**config.mk**
```make
export PLATFORM = sky130hd
export DESIGN_NAME = pipe_ctl
export DESIGN_NICKNAME = d
export VERILOG_FILES = /design/src/rtl/beta_pkg.sv /design/src/rtl/pipe_ctl_bubble_cnt.sv /design/src/rtl/pipe_ctl.sv
export SDC_FILE = /design/constraint.sdc
export NUM_CORES = 1
export LEC_CHECK = 0
export ABC_AREA = 1
export ABC_CLOCK_PERIOD_IN_PS = 4000
export CORE_AREA = 3 3 40 42
export DETAILED_ROUTE_END_ITERATION = 10
export DIE_AREA = 0 0 43 45
export HOLD_SLACK_MARGIN = 0.05
export PLACE_DENSITY_LB_ADDON = 0.2
export SYNTH_ARGS = -nofsm -noshare
export SYNTH_HDL_FRONTEND = slang
export SYNTH_SLANG_ARGS = --single-unit
```
**constraint.sdc**
```tcl
create_clock -name clk -period 4 [get_ports clk]
set_input_delay 0.6 -clock clk [delete_from_list [all_inputs] [get_ports clk]]
set_output_delay 0.6 -clock clk [all_outputs]
set_load 0.03 [all_outputs]
```
**src/rtl/beta_pkg.sv**
```systemverilog
// Shared Beta pipeline types: PC select, IR source and sequencer state encodings.
package beta_pkg;

  typedef enum logic [2:0] {
    PC_SEL_PLUS4  = 3'd0,
    PC_SEL_BRANCH = 3'd1,
    PC_SEL_ILLOP  = 3'd2,
    PC_SEL_XADDR  = 3'd3,
    PC_SEL_RESET  = 3'd4
  } pc_sel_t;

  // Values must match the IR_SRC_* mux encodings already used by execute.
  typedef enum logic [1:0] {
    IR_SRC_DATA   = 2'd0,
    IR_SRC_NOP    = 2'd1,
    IR_SRC_EXCEPT = 2'd2
  } ir_src_t;

  typedef enum logic [1:0] {
    RUN      = 2'd0,
    LD_STALL = 2'd1,
    MEM_WAIT = 2'd2,
    XCPT     = 2'd3
  } pipe_state_t;

  localparam int BUB_CNT_W = 2;

  function automatic logic [31:0] sat_inc32(input logic [31:0] v);
    return (v == 32'hFFFF_FFFF) ? v : v + 32'd1;
  endfunction

endpackage

```
**src/rtl/pipe_ctl_bubble_cnt.sv**
```systemverilog
// Load-use bubble counter: clear beats load beats decrement; holding all low freezes it.
module pipe_ctl_bubble_cnt
  import beta_pkg::*;
(
  input  logic                 clk,
  input  logic                 rst_n,
  input  logic                 load,
  input  logic [BUB_CNT_W-1:0] load_val,
  input  logic                 dec,
  input  logic                 clear,
  output logic [BUB_CNT_W-1:0] cnt
);

  logic [BUB_CNT_W-1:0] cnt_d;
  logic [BUB_CNT_W-1:0] cnt_q;

  always_comb begin
    cnt_d = cnt_q;
    if (clear) begin
      cnt_d = '0;
    end else if (load) begin
      cnt_d = load_val;
    end else if (dec && (cnt_q != '0)) begin
      cnt_d = cnt_q - BUB_CNT_W'(1);
    end
  end

  always_ff @(posedge clk or negedge rst_n) begin
    if (!rst_n) begin
      cnt_q <= '0;
    end else begin
      cnt_q <= cnt_d;
    end
  end

  assign cnt = cnt_q;

endmodule

```
**src/rtl/pipe_ctl.sv**
```systemverilog
// Beta 5-stage pipeline sequencer: stalls, PC select and IR source muxes.
// Optional perf counters are built only when PIPE_CTL_PERF_EN is defined.
module pipe_ctl
  import beta_pkg::*;
#(
  parameter int LD_BUBBLES = 1
) (
  input  logic        clk,
  input  logic        rst_n,
  input  logic        ld_use_hazard,
  input  logic        branch_taken,
  input  logic        exec_illop,
  input  logic        irq,
  input  logic        exec_super,
  input  logic        dmem_req,
  input  logic        dmem_ack,
  output logic        stall_if,
  output logic        stall_rf,
  output logic        stall_exec,
  output logic        stall_mem,
  output logic [2:0]  pc_sel,
  output logic [1:0]  ir_src_if,
  output logic [1:0]  ir_src_rf,
`ifdef PIPE_CTL_PERF_EN
  output logic [1:0]  ir_src_exec,
  output logic [31:0] perf_stall_cnt,
  output logic [31:0] perf_flush_cnt
`else
  output logic [1:0]  ir_src_exec
`endif
);

  localparam logic [BUB_CNT_W-1:0] LD_LOAD = BUB_CNT_W'(LD_BUBBLES - 1);

  pipe_state_t state_d, state_q;
  pipe_state_t ret_d, ret_q;
  pipe_state_t eff_state;

  pc_sel_t pc_sel_c;
  ir_src_t ir_if_c, ir_rf_c, ir_exec_c;
  logic    stall_if_c, stall_rf_c, stall_exec_c, stall_mem_c;
  logic    mem_wait, exc_req;
  logic    bub_load, bub_dec, bub_clear;
  logic [BUB_CNT_W-1:0] bub_cnt;

  pipe_ctl_bubble_cnt u_bubble_cnt (
    .clk      (clk),
    .rst_n    (rst_n),
    .load     (bub_load),
    .load_val (LD_LOAD),
    .dec      (bub_dec),
    .clear    (bub_clear),
    .cnt      (bub_cnt)
  );

  // When a memory wait ends, the cycle behaves as the state that was interrupted.
  assign eff_state = (state_q == MEM_WAIT) ? ret_q : state_q;
  assign mem_wait  = dmem_req & ~dmem_ack;
  assign exc_req   = exec_illop | (irq & ~exec_super & (eff_state != XCPT));

  always_comb begin
    state_d      = state_q;
    ret_d        = ret_q;
    stall_if_c   = 1'b0;
    stall_rf_c   = 1'b0;
    stall_exec_c = 1'b0;
    stall_mem_c  = 1'b0;
    pc_sel_c     = PC_SEL_PLUS4;
    ir_if_c      = IR_SRC_DATA;
    ir_rf_c      = IR_SRC_DATA;
    ir_exec_c    = IR_SRC_DATA;
    bub_load     = 1'b0;
    bub_dec      = 1'b0;
    bub_clear    = 1'b0;

    if (!rst_n) begin
      state_d   = RUN;
      ret_d     = RUN;
      pc_sel_c  = PC_SEL_RESET;
      ir_if_c   = IR_SRC_NOP;
      ir_rf_c   = IR_SRC_NOP;
      ir_exec_c = IR_SRC_NOP;
    end else if (mem_wait) begin
      stall_if_c   = 1'b1;
      stall_rf_c   = 1'b1;
      stall_exec_c = 1'b1;
      stall_mem_c  = 1'b1;
      state_d      = MEM_WAIT;
      ret_d        = eff_state;
    end else if (exc_req) begin
      pc_sel_c  = exec_illop ? PC_SEL_ILLOP : PC_SEL_XADDR;
      ir_if_c   = IR_SRC_NOP;
      ir_rf_c   = IR_SRC_NOP;
      ir_exec_c = IR_SRC_EXCEPT;
      bub_clear = 1'b1;
      state_d   = XCPT;
    end else if (eff_state == LD_STALL) begin
      // RF is held here, so any taken branch in RF simply re-presents afterwards.
      stall_if_c = 1'b1;
      stall_rf_c = 1'b1;
      ir_rf_c    = IR_SRC_NOP;
      bub_dec    = 1'b1;
      state_d    = (bub_cnt <= BUB_CNT_W'(1)) ? RUN : LD_STALL;
    end else if (ld_use_hazard) begin
      stall_if_c = 1'b1;
      stall_rf_c = 1'b1;
      ir_rf_c    = IR_SRC_NOP;
      bub_load   = 1'b1;
      state_d    = (LD_LOAD == '0) ? RUN : LD_STALL;
    end else if (branch_taken) begin
      pc_sel_c = PC_SEL_BRANCH;
      ir_if_c  = IR_SRC_NOP;
      state_d  = RUN;
    end else begin
      state_d = RUN;
    end
  end

  always_ff @(posedge clk or negedge rst_n) begin
    if (!rst_n) begin
      state_q <= RUN;
      ret_q   <= RUN;
    end else begin
      state_q <= state_d;
      ret_q   <= ret_d;
    end
  end

  assign stall_if    = stall_if_c;
  assign stall_rf    = stall_rf_c;
  assign stall_exec  = stall_exec_c;
  assign stall_mem   = stall_mem_c;
  assign pc_sel      = pc_sel_c;
  assign ir_src_if   = ir_if_c;
  assign ir_src_rf   = ir_rf_c;
  assign ir_src_exec = ir_exec_c;

`ifdef PIPE_CTL_PERF_EN
  logic [31:0] perf_stall_d, perf_stall_q;
  logic [31:0] perf_flush_d, perf_flush_q;
  logic        stall_any, flush_any;

  assign stall_any = stall_if_c | stall_rf_c | stall_exec_c | stall_mem_c;
  assign flush_any = (ir_if_c != IR_SRC_DATA) | (ir_rf_c != IR_SRC_DATA) |
                     (ir_exec_c != IR_SRC_DATA);

  always_comb begin
    perf_stall_d = perf_stall_q;
    perf_flush_d = perf_flush_q;
    if (stall_any) perf_stall_d = sat_inc32(perf_stall_q);
    if (flush_any) perf_flush_d = sat_inc32(perf_flush_q);
  end

  always_ff @(posedge clk or negedge rst_n) begin
    if (!rst_n) begin
      perf_stall_q <= '0;
      perf_flush_q <= '0;
    end else begin
      perf_stall_q <= perf_stall_d;
      perf_flush_q <= perf_flush_d;
    end
  end

  assign perf_stall_cnt = perf_stall_q;
  assign perf_flush_cnt = perf_flush_q;
`endif

endmodule

```
### Word level (Yosys, flattened, before mapping)

Index checks and enable logic that the tools add are counted.

| cells by class | value |
|---|---|
| add/sub/neg operators | 1 |
| magnitude comparators | 1 |
| equal/unequal tests | 4 |
| bitwise operators | 6 |
| reductions and logical operators | 3 |
| mux-type cells | 50 |

Operator list:

| cell | count |
|---|---|
| $mux 1 | 35 |
| $mux 2 | 14 |
| $and 1x1->1 | 3 |
| $mux 3 | 1 |
| $reduce_bool 3->1 | 1 |
| $eq 2x1->1 const B | 1 |
| $eq 2x2->1 const B | 1 |
| $le 2x1->1 const B | 1 |
| $ne 2x1->1 const B | 1 |
| $ne 2x2->1 const B | 1 |
| $not 1->1 | 2 |
| $reduce_bool 2->1 | 1 |
| $sub 2x1->2 const B | 1 |
| $logic_and 1x1->1 | 1 |
| $or 1x1->1 | 1 |

| word-level totals | value |
|---|---|
| register bits | 6 |
| output and inout bits | 13 |
| logic and storage cells | 68 |

### Depth between registers and ports, before layout

| depth | value |
|---|---|
| word-level depth | 12 |
| mapped depth | 10 |
| gate-level depth less buffers | 10 |

### Modules after synthesis

From an unflattened synthesis, not the netlist that was laid out.

| second synthesis, totals | value |
|---|---|
| cells, all modules | 80 |
| area, all modules | 555.5 µm² |

By module, submodules not included:

| module | cells each | times used | area each (µm²) |
|---|---|---|---|
| pipe_ctl | 60 | 1 | 419.2 |
| pipe_ctl_bubble_cnt | 20 | 1 | 136.4 |

### Worst setup path before layout

No wires, ideal clock.

| path | value |
|---|---|
| path type | in2out |
| from | input port dmem_req |
| to | output port stall_rf |
| cell stages on the path | 7 |
| data required time | 3.400 ns |
| setup slack | 1.641 ns |
| data arrival time | 1.759 ns |
| buffers on the path | 1 |
| cells stage by stage | inv_1 > nor2_1 > inv_1 > o21ai_1 > inv_1 > nor2_1 > buf_4 |

| on the way | value |
|---|---|
| cells in the longest elaborated chain, start to end | 3 |

Ends and longest elaborated chain:

| what | line | RTL |
|---|---|---|
| from (decl) | pipe_ctl.sv:15 | `input logic dmem_req,` |
| $and 1x1->1 | pipe_ctl.sv:58 | `assign mem_wait = dmem_req & ~dmem_ack;` |
| $mux 1 (2 in a row) | -- |  |
| to (decl) | pipe_ctl.sv:18 | `output logic stall_rf,` |

No other way between the ends.

### Worst setup path in the final report

| path | value |
|---|---|
| from | input port rst_n |
| to | output port pc_sel[1] |

| on the way | value |
|---|---|
| cells in the longest elaborated chain, start to end | 1 |

Ends and longest elaborated chain:

| what | line | RTL |
|---|---|---|
| from (decl) | pipe_ctl.sv:9 | `input logic rst_n,` |
| $mux 3 | pipe_ctl.sv:76 | `if (!rst_n) begin` |
| to (decl) | pipe_ctl.sv:21 | `output logic [2:0] pc_sel,` |

No other way between the ends.

==> insert_results.sql <==
INSERT INTO impl_metrics (metric_group, metric, value, unit) VALUES
('clock_network', 'tritoncts', 'done', ''),
('placement', 'port_buffers', '19', ''),
('clock_network', 'cts.path.max_buffers', '2', ''),
('grt', 'highest_utilization_routing_layer_at_the_global_route_stage', 'met2', ''),
('yosys', 'post_synth.cell_area_avg', '7.04', 'um2'),
('cells_and_area', 'finalCoreUtilization', '57.5', '%'),
('yosys', 'asyncSetResetFlopFracSynth', '100', '%'),
('hold_path', 'hp-start', 'ret_q[1]$_DFFE_PN0P_', ''),
('yosys', 'synthCells', '77', ''),
('setup_path', 'rr_startpoint', 'state_q[0]$_DFF_PN0_', ''),
('timing', 'timing.final.max_slew_violations', '0', ''),
('hold_path', 'worst_hold_path.num_cells', '2', ''),
('clock_network', 'cell_at_the_root_of_the_clock_tree', 'sky130_fd_sc_hd__clkbuf_4', ''),
('grt', 'grt_util_all_layers', '12.4', '%'),
('setup_path', 'timing.critical_path.to_type', 'output pin', ''),
('setup_path', 'worstPathRequired', '3.40', 'ns'),
('drt', 'vias', '489', ''),
('clock_network', 'numCtsBuffers', '3', ''),
('clock_network', 'h-tree-depth', '1', ''),
('cells_and_area', 'fin_nets', '108', ''),
('timing', 'timing.final.setup_violations', '0', ''),
('clock_network', 'post_cts_resize_count', '0', ''),
('drt', 'drtPass1Iterations', '3', ''),
('floorplan', 'initial_utilization', '42.2', '%'),
('yosys', 'main_area_contributors_after_synthesis', 'sky130_fd_sc_hd__dfrtp_1, sky130_fd_sc_hd__nand2_1, sky130_fd_sc_hd__buf_4', ''),
('cells_and_area', 'final_layout_size_suffix_gt1_share', '26.3', '%'),
('floorplan', 'coreArea', '1280', 'um2'),
('yosys', 'post-synth-top-count-cell', 'sky130_fd_sc_hd__nand2_1', ''),
('drt', 'drt-vias-per-instance', '4.45', ''),
('yosys', 'netlist.top_cell.by_area', 'sky130_fd_sc_hd__dfrtp_1', ''),
('grt', 'global_route.usage.met3', '4.38', '%'),
('grt', 'number_of_antenna_violations_at_the_first_check_in_global_routing', '0', ''),
('clock_network', 'clkTransAtPathRegs', '0.04', 'ns'),
('clock_network', 'cts_hold_buf', '0', ''),
('drt', 'drtAntennaViolNets', '0', ''),
('cells_and_area', 'regArea', '150', 'um2'),
('setup_path', 'setup.worst_path.start', 'rst_n', ''),
('timing', 'post-route-min-period', '3.00', 'ns'),
('yosys', 'yosysTopAreaCellShare', '27.7', '%'),
('setup_path', 'worstPathMaxFanout', '13', ''),
('setup_path', 'reg_to_reg_endpoint', 'u_bubble_cnt.cnt[1]$_DFFE_PN0P_', ''),
('timing', 'fin_ws', '0.999', 'ns'),
('drt', 'iteration_0_drc_count_of_the_detailed_router', '2', ''),
('grt', 'first_global_vias', '482', ''),
('timing', 'max_clock_freq', '0.333', 'GHz'),
('outcome', 'outcome', 'complete, no violations', ''),
('flow_run', 'max_cap_viol_count', '0', ''),
('timing', 'final_min_period_over_clock_period', '75.0', '%'),
('clock_network', 'clkLatencyLatePin', '0.24', 'ns'),
('clock_network', 'post-cts-setup-buffer-count', '0', ''),
('floorplan', 'count_of_pins_on_the_block_boundary', '22', ''),
('cells_and_area', 'final_cells', '110', ''),
('cells_and_area', 'multi_input_area', '290', 'um2'),
('timing', 'finalSetupTns', '0', 'ns'),
('drt', 'drc_errors', '0', ''),
('placement', 'post-place-cells', '107', ''),
('setup_path', 'crit_type', 'in -> out', ''),
('pwr', 'total_leakage_power', '0.364', 'nW'),
('grt', 'grt_max_degree', '14', ''),
('placement', 'post_placement_worst_setup_slack', '0.970', 'ns'),
('pwr', 'peakVddDrop', '0.162', 'mV'),
('setup_path', 'setup.reg_to_reg.worst_slack', '2.69', 'ns'),
('placement', 'gp_congestion', '0.648', ''),
('pwr', 'power.density_cell_area', '247', 'nW/um2'),
('floorplan', 'dieHeight', '45', 'um'),
('cells_and_area', 'area_growth', '36.5', '%'),
('yosys', 'most_common_library_cells_after_synthesis', 'sky130_fd_sc_hd__nand2_1, sky130_fd_sc_hd__inv_1, sky130_fd_sc_hd__nor2_1', ''),
('setup_path', 'worst_r2r_path_depth', '8', ''),
('yosys', 'synthDistinctLibCells', '19', ''),
('grt', 'groute.layer.met1.usage', '14.1', '%'),
('yosys', 'synth_sequential_area_ratio', '27.7', '%');
-- logic make-up (layout without fill, tap and decap cells) --
group,count (synthesis),count (layout),share of synthesized area (%)
DFF,6,6,27.7
adders and majority gates,2,2,4.62
and+or+nand+nor,41,41,42.3
buffers and inverters,22,39,19.4
other,1,2,0.692
AOI/OAI and AO/OA,5,5,5.31
-- power by group --
group	leakage (nW)	total [mW]	switching [mW]	internal (mW)
sequential	0.0810	0.0638	0.000998	0.0628
combinational	0.269	0.0660	0.0394	0.0266
clock	0.0138	0.0530	0.0192	0.0338
total	0.364	0.183	0.0596	0.123
-- layout make-up --
cell class | instances | share of cell area, %
sequential | 6 | 20.3
multi-input combinational | 50 | 39.3
inverter | 16 | 8.12
tap | 15 | 2.54
clock buffer | 3 | 3.05
timing repair buffer | 20 | 26.7
-- sequential cells by signal, indices dropped and copies added, names as in the netlist --
signal and flops:
u_bubble_cnt.cnt 2, state_q 2, ret_q 2
-- placed cells by master (no fill, tap or decap), drive strengths merged, types with 2 or more instances in the layout --
cell type | Yosys | final
conb | 1 | 2
nand2 | 20 | 20
clkdlybuf4s50 | 0 | 19
clkbuf | 0 | 3
dfrtp | 6 | 6
ha | 2 | 2
nand3 | 2 | 2
inv | 16 | 16
nor2 | 17 | 17
o21ai | 4 | 4
-- worst max path at each step --
| stage | end | slack [ns] | cells after the start |
|---|---|---|---|
| floorplan | stall_rf | 1.64 | 7 |
| global placement | pc_sel[1] | 0.96 | 7 |
| detailed placement | pc_sel[1] | 0.97 | 7 |
| CTS | pc_sel[1] | 0.97 | 7 |
| global route | pc_sel[1] | 0.89 | 7 |
| finish | pc_sel[1] | 1.0 | 7 |
-- per-stage QoR --
| stage | cell area (um2) | hold WS (ns) |
|---|---|---|
| after floorplan | 546 | 0.304 |
| after global placement | 717 | 0.476 |
| after detailed placement | 717 | 0.490 |
| after CTS | 739 | 0.500 |
| after global routing | 739 | 0.553 |
| final | 739 | 0.497 |
-- per-layer routing --
metal,up-vias,wire [um]
met5,-,0
met4,0,0
met1,221,425
li1,256,-
met3,0,65
met2,12,532
-- critical path, cell delays in order --
cell and delay, ns:
sky130_fd_sc_hd__clkdlybuf4s50_1 0.45, sky130_fd_sc_hd__buf_4 0.19, sky130_fd_sc_hd__inv_1 0.14, sky130_fd_sc_hd__nor2_4 0.17, sky130_fd_sc_hd__nand2_2 0.08, sky130_fd_sc_hd__inv_2 0.09, sky130_fd_sc_hd__clkdlybuf4s50_1 0.67
No activity file was read; power rests on OpenSTA's default activity.
==> RTL edit 1, RTL diff (same flow settings) <==
The 4 states of `pipe_state_t` get a Gray code encoding in 2 bits.
--- a/src/rtl/beta_pkg.sv
+++ b/src/rtl/beta_pkg.sv
@@ -19,6 +19,6 @@
   typedef enum logic [1:0] {
-    RUN      = 2'd0,
-    LD_STALL = 2'd1,
-    MEM_WAIT = 2'd2,
-    XCPT     = 2'd3
+    RUN      = 2'b00,
+    LD_STALL = 2'b01,
+    MEM_WAIT = 2'b11,
+    XCPT     = 2'b10
   } pipe_state_t;
Check against the original RTL: no difference found for any inputs over 10 cycles, from zero or initial values and one cycle with rst_n low; not proved beyond that.
==> RTL edit 1 against the unedited design <==
Sequential cell count stayed put; clock power is 6.0% higher; combinational power is 7.6% lower; via count is 2.5% higher; cell area is 3.6% lower; area after synthesis is 3.5% lower; power is 0.92% lower; setup slack worse by 0.11 ns; die area stayed put; routed wire length is 11% higher; critical path depth is 1 lower; cell count is 2.7% lower; sequential power hardly changed; sequential share of layout area is 0.75 points higher; largest power group is now registers.
==> RTL edit 1: results (changes against the unedited design) <==
r2r_setup_slack_ns: 2.78  # +0.09 ns
ys_types: 23  # +4
fin_skew_ns: 0.00236  # +0.000868 ns
viasPerCell: 4.68  # +5.3%
post_drt_wl_per_cell_um: 10.7  # +15%
ys_seq_area_share_pct: 28.7  # +0.99 points
postSynthCellCount: 75  # -2.6%
leakagePower_nw: 0.337  # -7.5%
grt.met3_usage_pct: 7.17  # +2.8 points
gp_congestion: 0.732  # +13%
yosysWarnings: 0  # unchanged
drt_iter0_markers: 8  # +6
synth_top_cells_by_count: "nand2_1, inv_1, nor2_1, buf_4, dfrtp_1"
clk_latency_ns: 0.24  # about the same
ys_async_sr_fraction_pct: 100  # unchanged
grt_usage_pct: 13.7  # +1.3 points
max-vdd-ir-drop_uv: 231  # +42%
layout-drive-gt1-share_pct: 15.2  # -11 points
met1_usage_pct: 16.3  # +2.3 points
synth_area_leaders: "dfrtp_1, nand2_1, inv_1"
status: "finished, final reports clean"
grt_pass1_wl_um: 1910  # +3.0%
grt_pass1_vias: 453  # -6.0%
whs_endpoint: "ret_q[1]"
dp_hpwl_um: 939  # +4.3%
r2r_cells: 9  # +1
dp.cells: 104  # -2.8%
stdcell_count: 107  # -2.7%
==> RTL edit 1: changes by cell type in the layout (fill, tap and decap cells not counted), moves of 2 or more <==
cell / unedited run / this run
o22ai_1: 0 / 2
nor2_2: 6 / 1
nand2_2: 5 / 3
nor2_4: 3 / 1
a21oi_1: 0 / 2
inv_1: 12 / 14
==> RTL edit 1: logic make-up after synthesis <==
family	after synthesis	share of synthesized area (%)
other	1	0.717
DFF	6	28.7
buffers and inverters	23	20.8
AOI/OAI and AO/OA	10	11.7
adders and majority gates	2	4.78
and+or+nand+nor	33	33.3
==> RTL edit 1: critical path: stages <==
cell,delay (ns)
clkdlybuf4s50_1,0.79
inv_2,0.14
nor2_4,0.16
nand2_1,0.08
inv_1,0.07
clkdlybuf4s50_1,0.66
==> RTL edit 1: per-layer routing <==
layer  vias up  part of all wire (%)
met4         0                     0
met2        15                    50
met1       228                    44
li1        258                     -
met3         0                   6.2
met5         -                     0
==> RTL edit 1: layout make-up <==
type                       count  area (um^2)
inverter                      17         63.8
clock buffer                   3         22.5
fill                         127          572
multi-input combinational     47          268
timing repair buffer          19          190
sequential                     6          150
tap                           15         18.8
==> RTL edit 1: worst max path at each step <==
stage | start | endpoint | slack (ns) | cells after the start
finish | rst_n | pc_sel[1] | 0.89 | 6
global route | rst_n | pc_sel[1] | 0.72 | 6
CTS | rst_n | pc_sel[1] | 0.86 | 6
detailed placement | rst_n | pc_sel[1] | 0.86 | 6
global placement | rst_n | pc_sel[1] | 0.89 | 6
floorplan | exec_super | stall_rf | 1.63 | 7
==> RTL edit 1: where the power goes <==
group / switching [mW] / internal [mW] / leakage [nW]
registers: 0.00136 / 0.0626 / 0.0815
logic: 0.0366 / 0.0243 / 0.242
clock network: 0.0222 / 0.0340 / 0.0138
total: 0.0602 / 0.121 / 0.337
==> RTL edit 1: per-stage QoR <==
stage               setup slack [ns]  area, um^2  hold WS [ns]  utilization (%)
floorplan                       1.63         527         0.304                -
global placement               0.886         691         0.529             53.7
detailed placement             0.858         691         0.533             53.7
CTS                            0.857         713         0.541             55.5
global route                   0.725         713         0.551             55.5
finish                         0.892         713         0.542             55.5
==> RTL edit 2, RTL diff (same settings) <==
Made on the original files. The package constant `BUB_CNT_W` goes from 2 to 4.
--- a/src/rtl/beta_pkg.sv
+++ b/src/rtl/beta_pkg.sv
@@ -25,3 +25,3 @@
 
-  localparam int BUB_CNT_W = 2;
+  localparam int BUB_CNT_W = 4;
 
Behaviour: same outputs for any inputs over 10 cycles, from zero or initial values and one cycle with rst_n low; that may be too few to reach the edited logic, so the function may still have changed.
==> RTL edit 2 against the unedited design <==
Cell count rose by 12%; cell area rose by 12%; setup slack got worse by 0.20 ns; routed wire length rose by 32%; maximum frequency fell by 6.3%; sequential cell count rose by 2; area after synthesis rose by 16%; clock power rose by 9.8%; first-iteration DRC count rose to 2.5 times the old value; critical path depth did not move; power rose by 14%; critical endpoint unchanged; largest power group is now registers.
==> RTL edit 2: results (changes against the unedited design) <==
gp_congestion: 0.756  # +17%
post_drt_wl_per_cell_um: 11.0  # +18%
dp_hpwl_um: 1140  # +26%
drt_iter0_markers: 5  # +3
layout-drive-gt1-share_pct: 15.7  # -11 points
max-vdd-ir-drop_uv: 181  # +12%
clock-root-buffer: "clkbuf_4"
r2r_end: "u_bubble_cnt.cnt[2]"
fin_skew_ns: 0.00432  # +0.00283 ns
leakagePower_nw: 0.417  # +15%
status: "finished, final reports clean"
ys_seq_area_share_pct: 31.9  # +4.2 points
hold_depth: 2  # unchanged
fillers: 112  # -20%
cp_slowest_stage_delay_ns: 0.70  # +0.03 ns
synth_area_leaders: "dfrtp_1, nor2_1, inv_1"
fin_nets: 122  # +13%
dr.pass1.iters: 4  # +1
viasPerCell: 4.75  # +6.8%
portBuffers: 19  # unchanged
r2r_setup_slack_ns: 2.53  # -0.16 ns
ys_types: 21  # +2
cts_buffers: 3  # unchanged
critPathArrivalTime_ns: 2.60  # +0.20 ns
grt_usage_pct: 15.9  # +3.5 points
holdCritPathClass: "flip-flop to flip-flop"
grt_pass1_wl_um: 2380  # +28%
rr_startpoint: "u_bubble_cnt.cnt[0]"
synth_top_cells_by_count: "nor2_1, inv_1, nand2_1, dfrtp_1, buf_4"
yosysWarnings: 0  # unchanged
htreeDepth: 1  # unchanged
antenna_found_initial: 0  # unchanged
r2r_cells: 10  # +2
grt_pass1_vias: 565  # +17%
RTL edit 2: cell types whose count changed in the layout (fill, tap and decap cells not counted), moves of 3 or more:
cell / before / now
a21oi_1: 0 / 4
nand3_1: 1 / 4
nor2_1: 8 / 15
nor2_2: 6 / 1
RTL edit 2: logic make-up after synthesis:
kind of cell	share of synthesized area (%)
other	0.597
AO/OA/AOI/OAI	9.16
AND/OR/NAND/NOR	35.1
adder cells (fa/ha/maj)	5.98
flip-flops	31.9
buffers and inverters	17.3
RTL edit 2: where the power goes:
part	internal [mW]	switching (mW)
Clock	0.0341	0.0241
Combinational	0.0260	0.0392
Sequential	0.0830	0.00171
Total	0.143	0.0650
RTL edit 2: worst max path at each step:
stage,startpoint,cells after the start,end,slack (ns)
after floorplan,rst_n,5,pc_sel[1],1.58
after global placement,rst_n,7,ir_src_exec[1],0.83
after detailed placement,rst_n,7,pc_sel[1],0.79
after CTS,rst_n,7,pc_sel[1],0.79
after global routing,rst_n,7,pc_sel[1],0.62
final,rst_n,7,pc_sel[1],0.80
RTL edit 2: layer usage:
layer / track usage, % / vias to the layer above / share of wire (%)
met3: 2.79 / 2 / 6.5
met1: 19.6 / 264 / 43
met5: 0 / - / 0
li1: - / 304 / -
met2: 28.1 / 14 / 49
met4: 5.42 / 0 / 0.89
RTL edit 2: area by class of cell:
class | instances | area (um^2) | area share [%]
timing repair buffer | 20 | 198 | 23.9
multi-input combinational | 60 | 323 | 39.1
sequential | 8 | 200 | 24.2
clock buffer | 3 | 22.5 | 2.73
tap | 15 | 18.8 | 2.27
inverter | 17 | 63.8 | 7.73
RTL edit 2: tightest hold or removal path: stages, from the launching register on:
cell	delay, ns
dfrtp_1	0.35
nand2_1	0.06
nand2_1	0.06
RTL edit 2: metrics by stage:
| stage | instances | setup WS, ns | cell area (um^2) | util (%) | hold slack, ns |
|---|---|---|---|---|---|
| global route | 123 | 0.617 | 826 | 64.3 | 0.514 |
| finish | 123 | 0.798 | 826 | 64.3 | 0.500 |
| global placement | 120 | 0.834 | 803 | 62.5 | 0.506 |
| CTS | 123 | 0.789 | 826 | 64.3 | 0.508 |
| floorplan | 91 | 1.58 | 632 | - | 0.304 |
| detailed placement | 120 | 0.786 | 803 | 62.5 | 0.497 |
